--- config.mk ---
export PLATFORM = sky130hd
export DESIGN_NAME = encoder_rr
export DESIGN_NICKNAME = d
export VERILOG_FILES = /design/src/rtl/encoder_rr_pkg.sv /design/src/rtl/encoder_pri.sv /design/src/rtl/encoder_rr.sv
export SDC_FILE = /design/constraint.sdc
export NUM_CORES = 1
export LEC_CHECK = 0
export ABC_AREA = 1
export CORE_MARGIN = 3
export CORE_UTILIZATION = 30
export DETAILED_ROUTE_END_ITERATION = 10
export PLACE_DENSITY_LB_ADDON = 0.12
export REMOVE_ABC_BUFFERS = 1
export SLEW_MARGIN = 5
export SYNTH_ARGS = -nofsm -noshare
export SYNTH_HDL_FRONTEND = slang
export SYNTH_SLANG_ARGS = --single-unit
--- constraint.sdc ---
create_clock -name clk -period 6.8 [get_ports clk]
set_input_delay 1.02 -clock clk [delete_from_list [all_inputs] [get_ports clk]]
set_output_delay 1.02 -clock clk [all_outputs]
set_load 0.01 [all_outputs]
--- src/rtl/encoder_rr_pkg.sv ---
// Shared constants and helpers for the request encoders and arbiters.
// Includes the clog2 sizing function and the priority-mode encodings.
package encoder_rr_pkg;

  localparam logic MODE_FIXED = 1'b0;
  localparam logic MODE_RR    = 1'b1;

  function automatic int clog2(input int n);
    int r;
    r = 0;
    for (int i = 0; i < 31; i++) begin
      if ((1 << i) < n) r = i + 1;
    end
    return r;
  endfunction

endpackage

--- src/rtl/encoder_pri.sv ---
// Combinational find-first-set starting at start_i, wrapping from N-1 to 0.
// Zero latency; no flow control, purely combinational.
module encoder_pri
  import encoder_rr_pkg::*;
#(
  parameter  int N = 8,
  localparam int W = clog2(N)
) (
  input  logic [N-1:0] vec_i,
  input  logic [W-1:0] start_i,
  output logic         found_o,
  output logic [W-1:0] idx_o
);

  logic [N-1:0] rot;
  logic [W-1:0] off;

  // Shifting the doubled vector gives a rotation, so bit k of rot is vec_i[(start_i+k) mod N].
  always_comb begin
    rot     = N'({vec_i, vec_i} >> start_i);
    found_o = |rot;
    off     = '0;
    for (int k = N - 1; k >= 0; k--) begin
      if (rot[k]) off = W'(k);
    end
    idx_o = start_i + off;
  end

endmodule

--- src/rtl/encoder_rr.sv ---
// Registered request encoder: pending pulses are granted one index per cycle, fixed or round-robin.
// Pulse-to-grant is 2 edges; a grant is held without preemption while ready is low.
module encoder_rr
  import encoder_rr_pkg::*;
#(
  parameter  int N = 8,
  localparam int W = clog2(N)
) (
  input  logic         clk,
  input  logic         rst,
  input  logic [N-1:0] din,
  input  logic         mode,
  input  logic         ready,
  output logic [W-1:0] dout,
  output logic         valid,
  output logic [N-1:0] pending
);

  logic [N-1:0] pending_q, pending_d;
  logic [W-1:0] dout_q, dout_d;
  logic         valid_q, valid_d;
  logic [W-1:0] ptr_q, ptr_d;

  logic         accept;
  logic         load;
  logic [N-1:0] acc_mask;
  logic [N-1:0] src;
  logic [W-1:0] start;
  logic         found;
  logic [W-1:0] idx;

  assign accept   = valid_q & ready;
  assign load     = ~valid_q | accept;
  assign acc_mask = accept ? ({{(N-1){1'b0}}, 1'b1} << dout_q) : '0;
  // din is kept out of the search so a request is never granted in its arrival cycle.
  assign src      = pending_q & ~acc_mask;
  assign start    = (mode == MODE_RR) ? ptr_q : '0;

  encoder_pri #(.N(N)) u_pri (
    .vec_i   (src),
    .start_i (start),
    .found_o (found),
    .idx_o   (idx)
  );

  always_comb begin
    pending_d = src | din;
    dout_d    = dout_q;
    valid_d   = valid_q;
    ptr_d     = accept ? dout_q + W'(1) : ptr_q;
    if (load) begin
      valid_d = found;
      if (found) dout_d = idx;
    end
  end

  always_ff @(posedge clk or posedge rst) begin
    if (rst) begin
      pending_q <= '0;
      dout_q    <= '0;
      valid_q   <= 1'b0;
      ptr_q     <= '0;
    end else begin
      pending_q <= pending_d;
      dout_q    <= dout_d;
      valid_q   <= valid_d;
      ptr_q     <= ptr_d;
    end
  end

  assign dout    = dout_q;
  assign valid   = valid_q;
  assign pending = pending_q;

endmodule

==> results by group, run 1 <==
Min path
  – Hold depth: 2
  – Hold Crit Start: ptr_q[2]
  – Hold path endpoint: ptr_q[2]
  – Class of the worst hold path: flop to flop

Power
  – P_int: 0.291 mW
  – Lkg Pwr: 0.828 nW
  – Combinational group share of total power: 0.614
  – Pwr per Cell Area: 334 nW/um^2
  – Clock Power Share: 0.132
  – P_sw: 0.280 mW
  – Max rail drop VDD: 0.125 mV
  – Seq pwr share: 0.253
  – Switching Fraction: 0.491

Critical path
  – Crit path max fanout: 13
  – CP startpoint: mode
  – Reg2reg end: dout[2]
  – R2R setup slack: 3.79 ns
  – Worst r2r src: dout[1]
  – Startpoint types: input pin
  – CP Class: input pin to flop
  – Critical Path RT: 6.95 ns
  – Worst reg2reg path depth: 20
  – Arrival time at the worst endpoint: 4.01 ns
  – CP endpoint kind: flop

Cells and area
  – Final instance area: 1710 um^2
  – Final nets: 229
  – Most common cell after layout, fill and taps aside: nand2_1
  – Layout cells sized above 1: 0.221
  – Commonest non-fill, non-tap cells in the layout: nand2_1, nand3_1, clkdlybuf4s50_1
  – Antenna Cells: 0
  – Area grow syn2layout: 23.5%
  – Layout Cells excl Fill: 260

Routing
  – Final ANT Viol Nets: 0
  – DRC: 0
  – Routed vias/inst: 4.93
  – DR iter-0 viols: 64
  – Initial DRT Pass Iterations: 4
  – DR vias: 1,282
  – Wire per inst: 14.2 um
  – Post-Route WL: 3690 um

STA
  – Slew Viols, Final: 0
  – Setup tns final: 0 ns
  – Final Cycle Share: 0.568
  – Crit path time final: 3.86 ns
  – Hold_ws: 0.492 ns
  – Final Hold Vio Count: 0
  – Least-Margin Pin Slew: 0.591 ns
  – RSZ-0062 raised after global routing: no
  – Clock Skew: 0.00212 ns
  – Final Setup Violations: 0
  – Fmax: 259 MHz
  – Worst relative slew slack: 0.605

Clock network
  – CTS tree: done
  – Clk_lat worst skew: 0.25 ns
  – # hold bufs at CTS: 0
  – CTS max path bufs: 2
  – Clock sink total: 15
  – Postcts setup bufs: 0
  – Clock slew at reported path FFs: 0.07 ns
  – CTS Buf Count: 3
  – Root Buffer Master: clkbuf_8
  – CTS HTree Levels: 1
  – CTS resizes: 0

Global route
  – Largest net degree at the start of global routing: 16
  – Global-route wire length before repair: 6310 um
  – GR Util All Layers: 0.149
  – Initial antenna violation count: 0
  – Remaining global-route overflow: 0
  – Vias in the first global route: 1,262

Place
  – Placed insts: 256
  – Placed Instance Area: 1670 um^2
  – Port bufs: 23
  – Routability Congestion: 0.950
  – Post-DP HPWL: 3040 um

Floorplan
  – I/O pin cnt: 24
  – Die height: 74.0 um
  – Die width: 74.0 um
  – Die footprint: 5470 um^2
  – Starting Density: 0.314
  – Core Rows: 24
  – Core area: 4410 um^2

Logic synthesis
  – Mapped cell area: 1390 um^2
  – Post-synthesis area per instance: 7.53 um^2
  – Post-synthesis register bit count: 15
  – Synth warn: 0
  – Post-synth cell types: 24
  – Sequential share of the synthesized area: 0.271
  – Mapped Cells: 184

Job
  – Max cap viols: 0

Outcome
  – Status: complete, no violations
## registers in the layout, summed over array words and instances (netlist names)
signal and flops:
valid 1, pending 8, dout 3, ptr_q 3
## critical path, cell delays in order
cell and delay, ns:
clkdlybuf4s50_1 0.60, nand2_1 0.36, inv_1 0.38, nand3_1 0.11, nand2_1 0.11, nand2_1 0.06
nand2_1 0.06, nand2_1 0.05, nand2_1 0.05, nand2_1 0.04, a21oi_1 0.12, ha_1 0.16
inv_1 0.05, fa_1 0.37, xnor2_1 0.15, nand3b_1 0.18, nand3_1 0.09, nand2_1 0.05
## final cells by class
class	instances	area, um^2
fill	453	2700
clock buffer	4	45.0
inverter	21	96.3
multi-input combinational	145	900
timing repair buffer	23	230
sequential	15	375
tap	52	65.1
## power by group through the flow
stage / Sequential, mW / Combinational (mW) / Clock, mW
2_1_floorplan: 0.145 / 0.246 / 0
3_3_place_gp: 0.147 / 0.345 / 0
3_5_place_dp: 0.148 / 0.351 / 0
4_1_cts: 0.146 / 0.354 / 0.0777
5_1_grt: 0.150 / 0.395 / 0.0795
6_report: 0.145 / 0.351 / 0.0755
## metrics by stage
step	utilization	worst slack, ns	power (mW)
after detailed placement	0.378	2.70	0.499
final	0.388	2.94	0.571
after CTS	0.388	2.96	0.578
after global routing	0.388	2.67	0.624
after floorplan	-	3.72	0.391
after global placement	0.378	2.83	0.492
## per-layer routing
layer | up-vias | share of wire | GRT usage
met4 | 0 | 0.013 | 0.0483
met5 | - | 0 | 0
li1 | 652 | - | -
met1 | 594 | 0.47 | 0.203
met3 | 6 | 0.034 | 0.0189
met2 | 30 | 0.48 | 0.245
## cells in the mapped netlist
master,instances,share of area
nand2_2,12,0.054
clkinv_8,1,0.012
fa_1,1,0.014
a21o_1,8,0.043
dfrtp_1,15,0.27
nand3_2,19,0.14
a21oi_1,1,0.0036
xnor2_1,1,0.0063
ha_1,7,0.063
o21ai_2,2,0.013
inv_1,18,0.049
nand2_4,2,0.016
inv_6,1,0.0063
o21ai_1,1,0.0036
nor2_2,4,0.018
nor2_1,6,0.016
nor2_4,1,0.0081
o21ai_0,3,0.011
inv_2,1,0.0027
nor3_1,1,0.0036
nand3b_1,1,0.0054
nand2_1,43,0.12
buf_2,3,0.011
nand3_1,32,0.12
## worst max-delay path by stage
stage | depth (start not counted) | endpoint
after floorplan | 17 | dout[2]
after detailed placement | 18 | dout[2]
final | 18 | dout[2]
after global routing | 18 | dout[2]
after global placement | 18 | dout[2]
after CTS | 18 | dout[2]
## cell families after synthesis
group | after synthesis | share of synthesized area
AOI/OAI and AO/OA | 15 | 0.0740
xor gates and xnor gates | 1 | 0.00632
and+or+nand+nor | 121 | 0.491
adders and majority gates | 8 | 0.0776
DFF | 15 | 0.271
buffers and inverters | 24 | 0.0803
No activity file was read; power rests on OpenSTA's default activity.
==> run 2, diff against run 1 <==
==> constraint.sdc (replaced) <==
create_clock -name clk -period 3.6 [get_ports clk]
set_input_delay 0.54 -clock clk [delete_from_list [all_inputs] [get_ports clk]]
set_output_delay 0.54 -clock clk [all_outputs]
set_load 0.01 [all_outputs]
==> results by group, run 2 (synthesized netlist as in run 1, its figures left out) <==
Outcome
  – Status: complete, no violations (unchanged)

Cells and area
  – Layout cells sized above 1: 0.225 (was 0.221)
  – Most common cell after layout, fill and taps aside: nand2_1 (unchanged)
  – Area of the multi-input gates: 900 um^2 (unchanged)
  – Fillers: 463 (was 453)
  – Antenna Cells: 0 (unchanged)
  – Area grow syn2layout: 24.0% (was 23.5%)
  – Commonest non-fill, non-tap cells in the layout: nand2_1, nand3_1, clkdlybuf4s50_1 (unchanged)
  – Register Area: 375 um^2 (unchanged)
  – Final nets: 230 (was 229)
  – Number of flip-flops in the largest register: 8 (unchanged)

Critical path
  – Worst Path Buf+Inv: 4 (was 3)
  – CP endpoint kind: flop (unchanged)
  – Critical Path RT: 3.74 ns (was 6.95 ns)
  – Crit path max fanout: 9 (was 13)
  – Delay-heaviest family, CP: simple AND/OR/NAND/NOR gates (unchanged)
  – CP max stage cell: clkdlybuf4s50_1 (unchanged)
  – Max incr delay on CP: 0.59 ns (was 0.60 ns)
  – CP Class: input pin to flop (unchanged)
  – CP Cell Sequence: clkdlybuf4s50_1, nand2_4, clkinv_8, nand3_2, nand3_1, nand3_1, nand2_2, inv_1, nand2_1, nand2_1, nand2_1, nand2_1, a21oi_1, ha_1, inv_1, fa_1, xnor2_1, nand3b_1, nand3_1, nand2_1 (was clkdlybuf4s50_1, nand2_1, inv_1, nand3_1, nand2_1, nand2_1, nand2_1, nand2_1, nand2_1, nand2_1, a21oi_1, ha_1, inv_1, fa_1, xnor2_1, nand3b_1, nand3_1, nand2_1)
  – Startpoint types: input pin (unchanged)
  – Critical Path Most Common Cell: nand2_1 (unchanged)
  – Arrival time at the worst endpoint: 3.25 ns (was 4.01 ns)

Power
  – Total power draw: 1.08 mW (was 0.571 mW)
  – Lkg Pwr: 0.832 nW (was 0.828 nW)
  – P_int: 0.553 mW (was 0.291 mW)
  – P_sw: 0.524 mW (was 0.280 mW)
  – Pwr per Cell Area: 627 nW/um^2 (was 334 nW/um^2)
  – Combinational group share of total power: 0.614 (about the same)
  – Clock Power Share: 0.133 (was 0.132)
  – Switching Fraction: 0.487 (was 0.491)
  – Max rail drop VDD: 0.266 mV (was 0.125 mV)
  – Seq pwr share: 0.253 (about the same)

STA
  – Crit path time final: 3.11 ns
  – Clock Skew: 0.000988 ns (was 0.00212 ns)
  – Final Hold Vio Count: 0 (unchanged)
  – RSZ-0062 raised after global routing: no (unchanged)
  – Slew Viols, Final: 0 (unchanged)
  – Hold_ws: 0.503 ns (was 0.492 ns)
  – Final Cycle Share: 0.863
  – Worst relative slew slack: 0.598 (was 0.605)
  – Fmax: 322 MHz
  – Least-Margin Pin Slew: 0.603 ns (was 0.591 ns)
  – Final Setup Violations: 0 (unchanged)
  – Setup tns final: 0 ns (unchanged)

Place
  – Port bufs: 23 (unchanged)
  – Routability Congestion: 0.781 (was 0.950)
  – Post-DP HPWL: 2940 um (was 3040 um)

Clock network
  – Root Buffer Master: clkbuf_8 (unchanged)
  – CTS max path bufs: 2 (unchanged)
  – CTS resizes: 0 (unchanged)
  – Clock sink total: 15 (unchanged)
  – CTS Buf Count: 3 (unchanged)
  – Clock slew at reported path FFs: 0.07 ns (about the same)
  – Clk_lat worst skew: 0.25 ns (about the same)
  – Postcts setup bufs: 0 (unchanged)
  – CTS HTree Levels: 1 (unchanged)
  – CTS tree: done (unchanged)
  – # hold bufs at CTS: 0 (unchanged)

Routing
  – DRC: 0 (unchanged)
  – Post-Route WL: 3590 um (was 3690 um)
  – Routed vias/inst: 4.87 (was 4.93)
  – Wire per inst: 13.7 um (was 14.2 um)
  – DR iter-0 viols: 52 (was 64)
  – Final ANT Viol Nets: 0 (unchanged)
  – DR vias: 1,272 (was 1,282)
  – Initial DRT Pass Iterations: 4 (unchanged)

Global route
  – Initial antenna violation count: 0 (unchanged)
  – Global-route wire length before repair: 6240 um (was 6310 um)
  – Vias in the first global route: 1,309 (was 1,262)
  – Remaining global-route overflow: 0 (unchanged)
  – Largest net degree at the start of global routing: 16 (unchanged)
  – GR Util All Layers: 0.147 (was 0.149)

Floorplan
  – Starting Density: 0.314 (unchanged)
  – Core area: 4410 um^2 (unchanged)
  – Die footprint: 5470 um^2 (unchanged)
  – Die height: 74.0 um (unchanged)
  – Die width: 74.0 um (unchanged)
  – I/O pin cnt: 24 (unchanged)
  – Core Rows: 24 (unchanged)

Min path
  – Class of the worst hold path: flop to flop (unchanged)

Job
  – Max cap viols: 0 (unchanged)
-- run 2: tightest hold or removal path, stage by stage (launching register included) --
cell	delay [ns]
dfrtp_1	0.35
nand2_1	0.05
o21ai_0	0.06
-- run 2: cell type report --
cell class | instances | share of cell area
Multi-Input combinational cell | 145 | 0.523
Tap cell | 52 | 0.0378
Timing Repair Buffer | 24 | 0.138
Sequential cell | 15 | 0.218
Inverter | 21 | 0.0560
Clock buffer | 4 | 0.0262
-- run 2: path summary, 6_finish.rpt --
| check | startpoint | endpoint | slack (ns) | cells after the start |
|---|---|---|---|---|
| worst min-delay path | ptr_q[2] | ptr_q[2] | 0.50 | 2 |
| worst max register to register | dout[1] | dout[2] | 0.62 | 20 |
| worst min register to register | ptr_q[2] | ptr_q[2] | 0.50 | 2 |
| min in group asynchronous | rst | pending[2] | 0.66 | 2 |
| worst max-delay path | mode | dout[2] | 0.49 | 20 |
| max in group asynchronous | rst | dout[2] | 2.55 | 2 |
-- run 2: layer usage --
| layer | wire length [um] | up-vias | share of wire | GRT usage |
|---|---|---|---|---|
| li1 | - | 652 | - | - |
| met1 | 1760 | 590 | 0.49 | 0.201 |
| met2 | 1660 | 26 | 0.46 | 0.245 |
| met3 | 130 | 4 | 0.036 | 0.0257 |
| met4 | 36 | 0 | 0.010 | 0.0302 |
| met5 | 0 | - | 0 | 0 |
-- run 2: through the flow --
step	area [um^2]	cells	setup WS, ns	utilization
6_report	1720	261	0.492	0.389
2_1_floorplan	1370	181	0.846	-
3_5_place_dp	1670	257	0.232	0.379
5_1_grt	1720	261	0.273	0.389
4_1_cts	1720	261	0.487	0.389
3_3_place_gp	1670	257	0.234	0.379
-- run 2: power by group through the flow --
stage | clock [mW] | sequential, mW | combinational, mW
after CTS | 0.144 | 0.274 | 0.668
after global routing | 0.153 | 0.282 | 0.753
after floorplan | 0 | 0.273 | 0.465
final | 0.143 | 0.273 | 0.661
after global placement | 0 | 0.277 | 0.662
after detailed placement | 0 | 0.276 | 0.665
==> run 3, diff against run 2 <==
--- a/config.mk
+++ b/config.mk
@@ -8,9 +8,9 @@
 export ABC_AREA = 1
 export CORE_MARGIN = 3
 export CORE_UTILIZATION = 30
+export CTS_CLUSTER_DIAMETER = 40
 export DETAILED_ROUTE_END_ITERATION = 10
 export PLACE_DENSITY_LB_ADDON = 0.12
-export REMOVE_ABC_BUFFERS = 1
 export SLEW_MARGIN = 5
 export SYNTH_ARGS = -nofsm -noshare
 export SYNTH_HDL_FRONTEND = slang
==> results by group, run 3 (synthesized netlist as in run 1, its figures left out) <==
Critical path
  – Arrival time at the worst endpoint: 3.26 ns (was 3.25 ns)
  – Worst reg2reg path depth: 20 (unchanged)
  – CP endpoint kind: flop (unchanged)
  – Critical Path RT: 3.74 ns (about the same)
  – Crit path max fanout: 7 (was 9)
  – CP Class: input pin to flop (unchanged)
  – Startpoint types: input pin (unchanged)

Place
  – Post-DP HPWL: 2980 um (was 2940 um)
  – Worst slack at placement: 0.211 ns (was 0.232 ns)
  – Port bufs: 23 (unchanged)
  – Routability Congestion: 0.794 (was 0.781)

Routing
  – DR vias: 1,237 (was 1,272)
  – DRC: 0 (unchanged)
  – Post-Route WL: 3590 um (about the same)
  – Routed vias/inst: 4.74 (was 4.87)
  – Final ANT Viol Nets: 0 (unchanged)
  – Wire per inst: 13.8 um (was 13.7 um)
  – DR iter-0 viols: 79 (was 52)
  – Initial DRT Pass Iterations: 4 (unchanged)

STA
  – Setup tns final: 0 ns (unchanged)
  – Fmax: 321 MHz (was 322 MHz)
  – Crit path time final: 3.12 ns (was 3.11 ns)
  – Final Hold Vio Count: 0 (unchanged)
  – Final Cycle Share: 0.866 (was 0.863)
  – Clock Skew: 0.00946 ns (was 0.000988 ns)
  – Final Setup Violations: 0 (unchanged)
  – Least-Margin Pin Slew: 0.623 ns (was 0.603 ns)
  – Final Worst Setup Slack: 0.483 ns (was 0.492 ns)
  – RSZ-0062 raised after global routing: no (unchanged)
  – Slew Viols, Final: 0 (unchanged)
  – Worst relative slew slack: 0.584 (was 0.598)

Floorplan
  – Core Rows: 24 (unchanged)
  – Starting Density: 0.314 (unchanged)
  – I/O pin cnt: 24 (unchanged)
  – Core area: 4410 um^2 (unchanged)
  – Die footprint: 5470 um^2 (unchanged)
  – Die width: 74.0 um (unchanged)
  – Die height: 74.0 um (unchanged)

Power
  – P_int: 0.553 mW (about the same)
  – Combinational group share of total power: 0.615 (was 0.614)
  – P_sw: 0.517 mW (was 0.524 mW)
  – Pwr per Cell Area: 623 nW/um^2 (was 627 nW/um^2)
  – Switching Fraction: 0.483 (was 0.487)
  – Max rail drop VDD: 0.278 mV (was 0.266 mV)
  – Clock Power Share: 0.127 (was 0.133)
  – Seq pwr share: 0.258 (was 0.253)
  – Lkg Pwr: 0.832 nW (unchanged)

Clock network
  – Clk_lat worst skew: 0.25 ns (about the same)
  – CTS resizes: 0 (unchanged)
  – Root Buffer Master: clkbuf_8 (unchanged)
  – Postcts setup bufs: 0 (unchanged)
  – # hold bufs at CTS: 0 (unchanged)
  – Clock sink total: 15 (unchanged)
  – CTS max path bufs: 2 (unchanged)
  – CTS tree: done (unchanged)
  – CTS HTree Levels: 1 (unchanged)
  – CTS Buf Count: 3 (unchanged)
  – Clock slew at reported path FFs: 0.07 ns (about the same)

Cells and area
  – Most common cell after layout, fill and taps aside: nand2_1 (unchanged)
  – Final nets: 230 (unchanged)
  – Register Area: 375 um^2 (unchanged)
  – Area of the multi-input gates: 900 um^2 (unchanged)
  – Antenna Cells: 0 (unchanged)
  – Area grow syn2layout: 24.0% (unchanged)
  – Fillers: 450 (was 463)
  – Layout cells sized above 1: 0.225 (unchanged)
  – Commonest non-fill, non-tap cells in the layout: nand2_1, nand3_1, clkdlybuf4s50_1 (unchanged)
  – Number of flip-flops in the largest register: 8 (unchanged)

Min path
  – Class of the worst hold path: flop to flop (unchanged)
  – Hold depth: 2 (unchanged)

Global route
  – Largest net degree at the start of global routing: 16 (unchanged)
  – Global-route wire length before repair: 5940 um (was 6240 um)
  – GR Util All Layers: 0.142 (was 0.147)
  – Remaining global-route overflow: 0 (unchanged)
  – Initial antenna violation count: 0 (unchanged)
  – Vias in the first global route: 1,222 (was 1,309)

Outcome
  – Status: complete, no violations (unchanged)

Job
  – Max cap viols: 0 (unchanged)

Logic synthesis
  – Post-Syn Nets: 204
==> run 3: final timing paths <==
| check | from | endpoint | slack (ns) |
|---|---|---|---|
| max | ready | dout[2] | 0.48 |
| min | ptr_q[2] | ptr_q[2] | 0.53 |
| max reg2reg | dout[2] | dout[2] | 0.58 |
| min reg2reg | ptr_q[2] | ptr_q[2] | 0.53 |
| max in group asynchronous | rst | pending[1] | 2.52 |
| min in group asynchronous | rst | ptr_q[1] | 0.67 |
==> run 3: area by class of cell <==
| type | count | share of cell area |
|---|---|---|
| multi-input cells | 145 | 0.523 |
| flip-flops and latches | 15 | 0.218 |
| repair buffers | 24 | 0.138 |
| inverters | 21 | 0.0560 |
| well taps | 52 | 0.0378 |
| clock buffers | 4 | 0.0262 |
==> run 3: power groups by stage <==
stage          combinational [mW]  sequential, mW  clock, mW
3_5_place_dp                0.660           0.278          0
6_report                    0.658           0.276      0.136
2_1_floorplan               0.481           0.267          0
3_3_place_gp                0.658           0.276          0
4_1_cts                     0.663           0.275      0.144
5_1_grt                     0.744           0.282      0.152
==> run 3: layer usage <==
metal,wire length (um),share of wire,global-route usage
met3,121,0.034,0.00946
met2,1690,0.47,0.227
met5,0,0,0
met4,16,0.0045,0.0423
met1,1770,0.49,0.204
==> run 3: per-stage QoR <==
step	instance area (um^2)	std cells	total power, mW	hold WS [ns]	util
floorplan	1390	184	0.748	0.441	-
global route	1720	261	1.18	0.588	0.389
global placement	1670	257	0.934	0.510	0.379
finish	1720	261	1.07	0.532	0.389
CTS	1720	261	1.08	0.535	0.389
detailed placement	1670	257	0.939	0.517	0.379
==> run 3: worst max-delay path, cell delays in order <==
cell and delay, ns:
clkdlybuf4s50_1 0.54, nand2_2 0.15, inv_6 0.12, nand2_2 0.09, nand3_1 0.13, nand3_2 0.11
nand2_1 0.07, nand2_1 0.05, nand2_1 0.07, nand2_1 0.05, nand2_1 0.05, nand2_1 0.04
nand2_1 0.05, nand2_1 0.04, a21oi_1 0.13, ha_1 0.16, inv_1 0.05, fa_1 0.37
xnor2_1 0.15, nand3b_1 0.16, nand3_1 0.09, nand2_1 0.06
